File: config.mk
export PLATFORM = sky130hd
export DESIGN_NAME = apb_timer_irq_ctrl_flat
export DESIGN_NICKNAME = d
export VERILOG_FILES = /design/src/rtl/apb_timer_irq_ctrl_if.sv /design/src/rtl/apb_timer_irq_ctrl.sv /design/src/flat_wrapper.sv
export SDC_FILE = /design/constraint.sdc
export NUM_CORES = 1
export LEC_CHECK = 0
export BUFFER_PORTS_ARGS = -buffer_cell sky130_fd_sc_hd__buf_2
export CORE_ASPECT_RATIO = 1.4
export CORE_MARGIN = 4
export CORE_UTILIZATION = 53
export DETAILED_ROUTE_END_ITERATION = 7
export GPL_ROUTABILITY_DRIVEN = 0
export HOLD_SLACK_MARGIN = 0.15
export PLACE_DENSITY = 0.82
export SYNTH_ARGS = -nofsm -noshare
export SYNTH_HDL_FRONTEND = slang
export SYNTH_SLANG_ARGS = --single-unit
File: constraint.sdc
create_clock -name HCLK -period 4.75 [get_ports HCLK]
set_input_delay 0.475 -clock HCLK [delete_from_list [all_inputs] [get_ports HCLK]]
set_output_delay 0.475 -clock HCLK [all_outputs]
set_load 0.01 [all_outputs]
File: src/rtl/apb_timer_irq_ctrl_if.sv
// rtl/apb_timer_irq_ctrl_if.sv - APB bus bundle for the timer interrupt controller
//
// Purpose: groups the APB slave signals of apb_timer_irq_ctrl.
// Signals:
//   PADDR   [APB_ADDR_WIDTH-1:0]  address (master -> slave)
//   PWDATA  [31:0]                write data (master -> slave)
//   PWRITE, PSEL, PENABLE         control (master -> slave)
//   PRDATA  [31:0]                read data (slave -> master)
//   PREADY, PSLVERR               response (slave -> master)

interface apb_timer_irq_ctrl_if #(
  parameter int APB_ADDR_WIDTH = 12
);
  logic [APB_ADDR_WIDTH-1:0] PADDR;
  logic [31:0]               PWDATA;
  logic                      PWRITE;
  logic                      PSEL;
  logic                      PENABLE;
  logic [31:0]               PRDATA;
  logic                      PREADY;
  logic                      PSLVERR;

  modport master (
    output PADDR, PWDATA, PWRITE, PSEL, PENABLE,
    input  PRDATA, PREADY, PSLVERR
  );

  modport slave (
    input  PADDR, PWDATA, PWRITE, PSEL, PENABLE,
    output PRDATA, PREADY, PSLVERR
  );
endinterface

File: src/rtl/apb_timer_irq_ctrl.sv
// rtl/apb_timer_irq_ctrl.sv - timer event latch, counters and interrupt request FSM
//
// Purpose: turns rising edges on two timer event lines into pending bits,
// overrun flags and saturating event counters, and raises a single
// interrupt request (with source id) to the core.
// Ports:
//   HCLK         in   clock, rising edge
//   HRESET       in   asynchronous active-high reset
//   apb          slave modport of apb_timer_irq_ctrl_if (register access)
//   timer_irq_i  in   [1:0] bit0 overflow, bit1 compare match
//   irq_o        out  interrupt request
//   irq_id_o     out  source index of the current request
//   irq_ack_i    in   one-cycle acknowledge from the core
// Registers (PADDR[3:2]): 0 PENDING W1C, 1 MASK RW, 2 OVERRUN W1C,
//   3 COUNT {compare[15:0], overflow[15:0]} any write clears.

module apb_timer_irq_ctrl #(
  parameter int APB_ADDR_WIDTH = 12
) (
  input  logic                        HCLK,
  input  logic                        HRESET,
  apb_timer_irq_ctrl_if.slave         apb,
  input  logic [1:0]                  timer_irq_i,
  output logic                        irq_o,
  output logic                        irq_id_o,
  input  logic                        irq_ack_i
);

  typedef enum logic {IDLE, REQ} state_t;

  state_t      state_q, state_d;
  logic        id_q, id_d;
  logic [1:0]  tmr_q;
  logic [1:0]  pending_q, pending_d;
  logic [1:0]  mask_q, mask_d;
  logic [1:0]  overrun_q, overrun_d;
  logic [15:0] cnt_lo_q, cnt_lo_d;
  logic [15:0] cnt_hi_q, cnt_hi_d;
  logic [1:0]  ack_clr;

  logic [APB_ADDR_WIDTH-1:0] paddr;
  logic [1:0]  sel;
  logic        wr;
  logic        rd;
  logic [1:0]  ev;
  logic [1:0]  w1c_pend;
  logic [1:0]  w1c_ovr;
  logic        cnt_clr;
  logic [15:0] base_lo;
  logic [15:0] base_hi;
  logic [31:0] rdata;
  logic        unused_bits;

  assign paddr       = apb.PADDR;
  assign sel         = paddr[3:2];
  assign wr          = apb.PSEL && apb.PENABLE && apb.PWRITE;
  assign rd          = apb.PSEL && apb.PENABLE && !apb.PWRITE;
  assign unused_bits = ^{paddr[APB_ADDR_WIDTH-1:4], paddr[1:0], apb.PWDATA[31:2]};

  assign apb.PREADY  = 1'b1;
  assign apb.PSLVERR = 1'b0;

  // A held-high line produces exactly one event on its first high cycle.
  assign ev = timer_irq_i & ~tmr_q;

  assign w1c_pend = (wr && sel == 2'd0) ? apb.PWDATA[1:0] : 2'b00;
  assign w1c_ovr  = (wr && sel == 2'd2) ? apb.PWDATA[1:0] : 2'b00;
  assign cnt_clr  = wr && sel == 2'd3;

  // Event set is OR'd in last so it wins over software and ack clears.
  assign pending_d = (pending_q & ~w1c_pend & ~ack_clr) | ev;
  assign overrun_d = (overrun_q & ~w1c_ovr) | (ev & pending_q);
  assign mask_d    = (wr && sel == 2'd1) ? apb.PWDATA[1:0] : mask_q;

  // Clear first, then count, so a coinciding event reads back as 1.
  assign base_lo  = cnt_clr ? 16'd0 : cnt_lo_q;
  assign base_hi  = cnt_clr ? 16'd0 : cnt_hi_q;
  assign cnt_lo_d = (ev[0] && base_lo != 16'hFFFF) ? base_lo + 16'd1 : base_lo;
  assign cnt_hi_d = (ev[1] && base_hi != 16'hFFFF) ? base_hi + 16'd1 : base_hi;

  always_ff @(posedge HCLK or posedge HRESET) begin
    if (HRESET) begin
      state_q   <= IDLE;
      id_q      <= 1'b0;
      tmr_q     <= 2'b00;
      pending_q <= 2'b00;
      mask_q    <= 2'b00;
      overrun_q <= 2'b00;
      cnt_lo_q  <= 16'd0;
      cnt_hi_q  <= 16'd0;
    end else begin
      state_q   <= state_d;
      id_q      <= id_d;
      tmr_q     <= timer_irq_i;
      pending_q <= pending_d;
      mask_q    <= mask_d;
      overrun_q <= overrun_d;
      cnt_lo_q  <= cnt_lo_d;
      cnt_hi_q  <= cnt_hi_d;
    end
  end

  // Request FSM. Every exit from REQ lands in IDLE, which always lasts at
  // least one cycle, giving the core a visible low gap between requests.
  always_comb begin
    state_d = state_q;
    id_d    = id_q;
    ack_clr = 2'b00;
    case (state_q)
      IDLE: begin
        if ((pending_q & mask_q) != 2'b00) begin
          id_d    = pending_q[1] & mask_q[1];
          state_d = REQ;
        end
      end
      REQ: begin
        if (irq_ack_i) begin
          ack_clr = id_q ? 2'b10 : 2'b01;
          state_d = IDLE;
        end else if (!pending_q[id_q] || !mask_q[id_q]) begin
          state_d = IDLE;
        end
      end
      default: state_d = IDLE;
    endcase
  end

  // Decoded straight from the state flop so reset drops the request at once.
  assign irq_o    = (state_q == REQ);
  assign irq_id_o = id_q;

  always_comb begin
    rdata = 32'd0;
    if (rd) begin
      case (sel)
        2'd0:    rdata = {30'd0, pending_q};
        2'd1:    rdata = {30'd0, mask_q};
        2'd2:    rdata = {30'd0, overrun_q};
        default: rdata = {cnt_hi_q, cnt_lo_q};
      endcase
    end
  end

  assign apb.PRDATA = rdata;

endmodule

File: src/flat_wrapper.sv
// flat-port wrapper written by rule: the top's interface ports become plain ports
module apb_timer_irq_ctrl_flat 
#(
  parameter int APB_ADDR_WIDTH = 12
)
  (HCLK, HRESET, timer_irq_i, irq_o, irq_id_o, irq_ack_i, apb_PADDR, apb_PWDATA, apb_PWRITE, apb_PSEL, apb_PENABLE, apb_PRDATA, apb_PREADY, apb_PSLVERR);
  apb_timer_irq_ctrl_if #(.APB_ADDR_WIDTH(APB_ADDR_WIDTH)) apb_i ();
  input  logic HCLK;
  input  logic HRESET;
  input  logic [1:0] timer_irq_i;
  output logic irq_o;
  output logic irq_id_o;
  input  logic irq_ack_i;
  input wire logic [$bits(apb_i.PADDR)-1:0] apb_PADDR;
  input wire logic [$bits(apb_i.PWDATA)-1:0] apb_PWDATA;
  input wire logic [$bits(apb_i.PWRITE)-1:0] apb_PWRITE;
  input wire logic [$bits(apb_i.PSEL)-1:0] apb_PSEL;
  input wire logic [$bits(apb_i.PENABLE)-1:0] apb_PENABLE;
  output wire logic [$bits(apb_i.PRDATA)-1:0] apb_PRDATA;
  output wire logic [$bits(apb_i.PREADY)-1:0] apb_PREADY;
  output wire logic [$bits(apb_i.PSLVERR)-1:0] apb_PSLVERR;
  assign apb_i.PADDR = apb_PADDR;
  assign apb_i.PWDATA = apb_PWDATA;
  assign apb_i.PWRITE = apb_PWRITE;
  assign apb_i.PSEL = apb_PSEL;
  assign apb_i.PENABLE = apb_PENABLE;
  assign apb_PRDATA = apb_i.PRDATA;
  assign apb_PREADY = apb_i.PREADY;
  assign apb_PSLVERR = apb_i.PSLVERR;
  apb_timer_irq_ctrl #(.APB_ADDR_WIDTH(APB_ADDR_WIDTH)) u_core (.HCLK(HCLK), .HRESET(HRESET), .apb(apb_i), .timer_irq_i(timer_irq_i), .irq_o(irq_o), .irq_id_o(irq_id_o), .irq_ack_i(irq_ack_i));
endmodule
==> impl_metrics.csv <==
group,metric,value,unit
global_route,grt-ovfl-total,0,
critical_path,reg2reg_depth,4,
synthesis,syn-cell-area,2340,sq um
power_and_ir_drop,p_per_area,352,nW/um^2
job,cap_violations,0,
critical_path,cp_cell_sequence,"mux4_2, nor2b_1, buf_2",
routing,drt_iter0_markers,115,
synthesis,syn-num-nets,309,
sta,slew_headroom,0.485,
sta,whs,308,ps
floorplan,io_pins,88,
clock_tree,cts_hold_buf,0,
sta,rsz0062_at_grt,"false",
sta,timing.final.ws_setup,2740,ps
global_route,grt_max_degree,43,
cells_and_area,drive_above_1_share,0.214,
synthesis,yosysUniqueCellTypes,48,
routing,wl_per_cell,14.2,um
min_path,hold_class,"input pin to asynchronous set/reset pin",
clock_tree,cts_tree,"built",
critical_path,cp_top_family,"multiplexers",
critical_path,crit_arrival,1540,ps
floorplan,std_cell_rows,28,
global_route,grt_pass1_wl,8810,um
power_and_ir_drop,p_comb_frac,0.165,
critical_path,critical_path_buf_inv_count,1,
cells_and_area,design_area,2700,sq um
power_and_ir_drop,ir_worst_vdd,351,uV
clock_tree,clk_pin_slew,80,ps
routing,detail-route-antenna-nets,0,
cells_and_area,antennaDiodeCount,0,
routing,drc,0,
routing,drt_wl_total,5080,um
cells_and_area,nFillCells,367,
routing,viasPerCell,5.90,
sta,worst_pin_slew,767,ps
critical_path,worstSetupPathType,"register to output pin",
cells_and_area,syn_to_final_growth,15.3,%
synthesis,synth_flop_cell,"dfrtp_1",
floorplan,die_x,64.2,um
sta,maxClockFrequency,497,MHz
synthesis,yosysWarnings,0,
place,port_buffers,45,
critical_path,worst-path-max-fanout,9,
global_route,grt_pass1_vias,1956,
power_and_ir_drop,p_clk_frac,0.291,
floorplan,initial_core_util,0.553,
place,hpwlAfterDp,3590,um
global_route,antenna_found_initial,0,
clock_tree,cts_buffers,5,
clock_tree,clock_sinks,42,
floorplan,die-area,5560,sq um
clock_tree,cts_max_path_buffers,2,
synthesis,synth_edf_count,0,
clock_tree,postCtsSetupBuffers,0,
critical_path,r2r-start,"u_core.cnt_hi_q[8]",
power_and_ir_drop,seqPwrFrac,0.544,
synthesis,ys_seq_area_frac,0.449,
power_and_ir_drop,p_sw_frac,0.305,
global_route,track_usage,0.199,
synthesis,syn_area_per_cell,9.11,sq um
critical_path,reg2reg_slack,2890,ps
critical_path,crit_path_top_delay_cell,"mux4_2",
sta,min_period,2010,ps
power_and_ir_drop,leakage,1.19,nW
floorplan,coreArea,4240,sq um
power_and_ir_drop,cell_internal_pwr,0.000660,W
clock_tree,clock_latency,290,ps
synthesis,async_reset_ff_frac,1.00,
sta,setup_tns,0,ps
sta,period_share,0.423,
cells_and_area,fin_util,0.637,
status,status,"finished, final reports clean",
sta,maxSlewViolCount,0,
clock_tree,cts_resized,0,
power_and_ir_drop,netSwitchingPower,0.000290,W
place,place_area,2590,sq um
sta,finalSetupViolations,0,
synthesis,synth_cells,257,
clock_tree,cts_root_buffer,"clkbuf_8",
synthesis,synth-seq-cells,42,
routing,drt_pass1_iterations,4,
sta,final-hold-violation-count,0,
critical_path,r2r-end,"u_core.cnt_hi_q[14]",
clock_tree,cts_htree_levels,2,
cells_and_area,final_nets,350,
critical_path,worstSetupStartpointType,"register",
sta,fin_worst_skew,4.34,ps
routing,vias,2117,
place,place_ws,2740,ps
critical_path,critPathMaxStageDelay,490,ps
critical_path,end_kind,"output pin",
floorplan,die_h,86.7,um
critical_path,crit_required,4280,ps
-- worst max path at each step --
stage                       start                   to  slack [ps]  depth (start not counted)
3_3_place_gp         apb_PADDR[3]       apb_PRDATA[24]        2790                          6
3_5_place_dp       timer_irq_i[0]  u_core.cnt_lo_q[10]        2740                          5
2_1_floorplan        apb_PADDR[3]       apb_PRDATA[10]        2660                          5
6_report       u_core.cnt_lo_q[0]        apb_PRDATA[0]        2740                          3
5_1_grt                apb_PWRITE        apb_PRDATA[9]        2660                          6
4_1_cts        u_core.cnt_lo_q[0]        apb_PRDATA[0]        2740                          3
-- worst reg2reg max path, stage by stage (launching register included) --
cell and delay [ps]:
dfrtp_1 430, nand4_2 160, or3_1 490, or4_1 530, o211a_1 140
-- state kept, by name, indices dropped and copies added (netlist names) --
| name | count |
|---|---|
| u_core.overrun_q | 2 |
| u_core.irq_id_o | 1 |
| u_core.pending_q | 2 |
| u_core.cnt_hi_q | 16 |
| u_core.cnt_lo_q | 16 |
| u_core.tmr_q | 2 |
| u_core.mask_q | 2 |
| u_core.irq_o | 1 |
-- layout by cell type (no fill, tap or decap), types with 4 or more instances in the layout --
cell type   n
nor2_1     13
a31oi_1     4
and2_1     27
or3_1       5
clkbuf_8    5
a21oi_1    19
dfrtp_1    42
nand4_1     7
and4_1      4
o21ai_0    15
or4_1       4
and3_1      4
nor3_1     19
xnor2_1     4
nand3_1     8
nand2_1    19
buf_2      45
-- cells by family after synthesis --
family	synth area share
simple gates	0.318
compound gates	0.147
flops	0.449
buf+inv	0.0353
mux	0.0331
xor+xnor	0.0150
other cells	0.00321
-- synthesized netlist by cell type (2+ instances only) --
cell	instances	area share
a211oi_1	3	0.0096
or3_1	5	0.013
conb_1	2	0.0032
a31oi_1	4	0.011
nor4_1	3	0.0080
nand2_1	19	0.030
o21ai_0	15	0.032
mux4_2	2	0.019
and2_1	27	0.072
nand3_1	8	0.017
a21oi_1	19	0.041
a22o_1	2	0.0075
nor2b_1	3	0.0080
and3_1	4	0.011
or4_1	4	0.013
nor3b_1	2	0.0064
nand4_1	7	0.019
nor4b_1	2	0.0075
dfrtp_1	42	0.45
clkbuf_1	8	0.013
nand2b_1	3	0.0080
a41oi_1	2	0.0075
inv_1	3	0.0048
mux2_2	2	0.0096
xnor2_1	4	0.015
and4_1	4	0.015
clkbuf_2	3	0.0064
o31ai_1	3	0.0096
nand3b_1	2	0.0064
nor3_1	19	0.041
buf_4	2	0.0064
nor2_1	13	0.021
-- per-layer routing --
metal,GRT usage,wire [um],part of all wire,vias up
met5,0,0,0,-
met4,0.0865,83,0.016,0
met3,0.0415,327,0.064,7
met2,0.336,2590,0.51,75
met1,0.247,2080,0.41,1014
li1,-,-,-,1021
-- stage by stage --
| stage | instances | total power, W |
|---|---|---|
| after global placement | 351 | 0.000669 |
| after floorplan | 257 | 0.000620 |
| after global routing | 359 | 0.00101 |
| after CTS | 359 | 0.000955 |
| final | 359 | 0.000950 |
| after detailed placement | 351 | 0.000679 |
-- cell type report --
type / instances / area, sq um / share of cell area
clock buffer: 7 / 76.3 / 0.0283
clock inverter: 1 / 30.0 / 0.0111
inverter: 3 / 11.3 / 0.00417
multi-input combinational: 198 / 1210 / 0.448
sequential: 42 / 1050 / 0.389
tap: 60 / 75.1 / 0.0278
timing repair buffer: 48 / 248 / 0.0918
-- power by group through the flow --
stage                     logic, W  clock network [W]  registers [W]
after detailed placement  0.000158                  0       0.000521
after CTS                 0.000159           0.000282       0.000514
final                     0.000157           0.000276       0.000517
after floorplan           0.000123                  0       0.000497
after global routing      0.000181           0.000296       0.000531
after global placement    0.000152                  0       0.000517
Note: power is estimated with default switching activity, not from simulation.
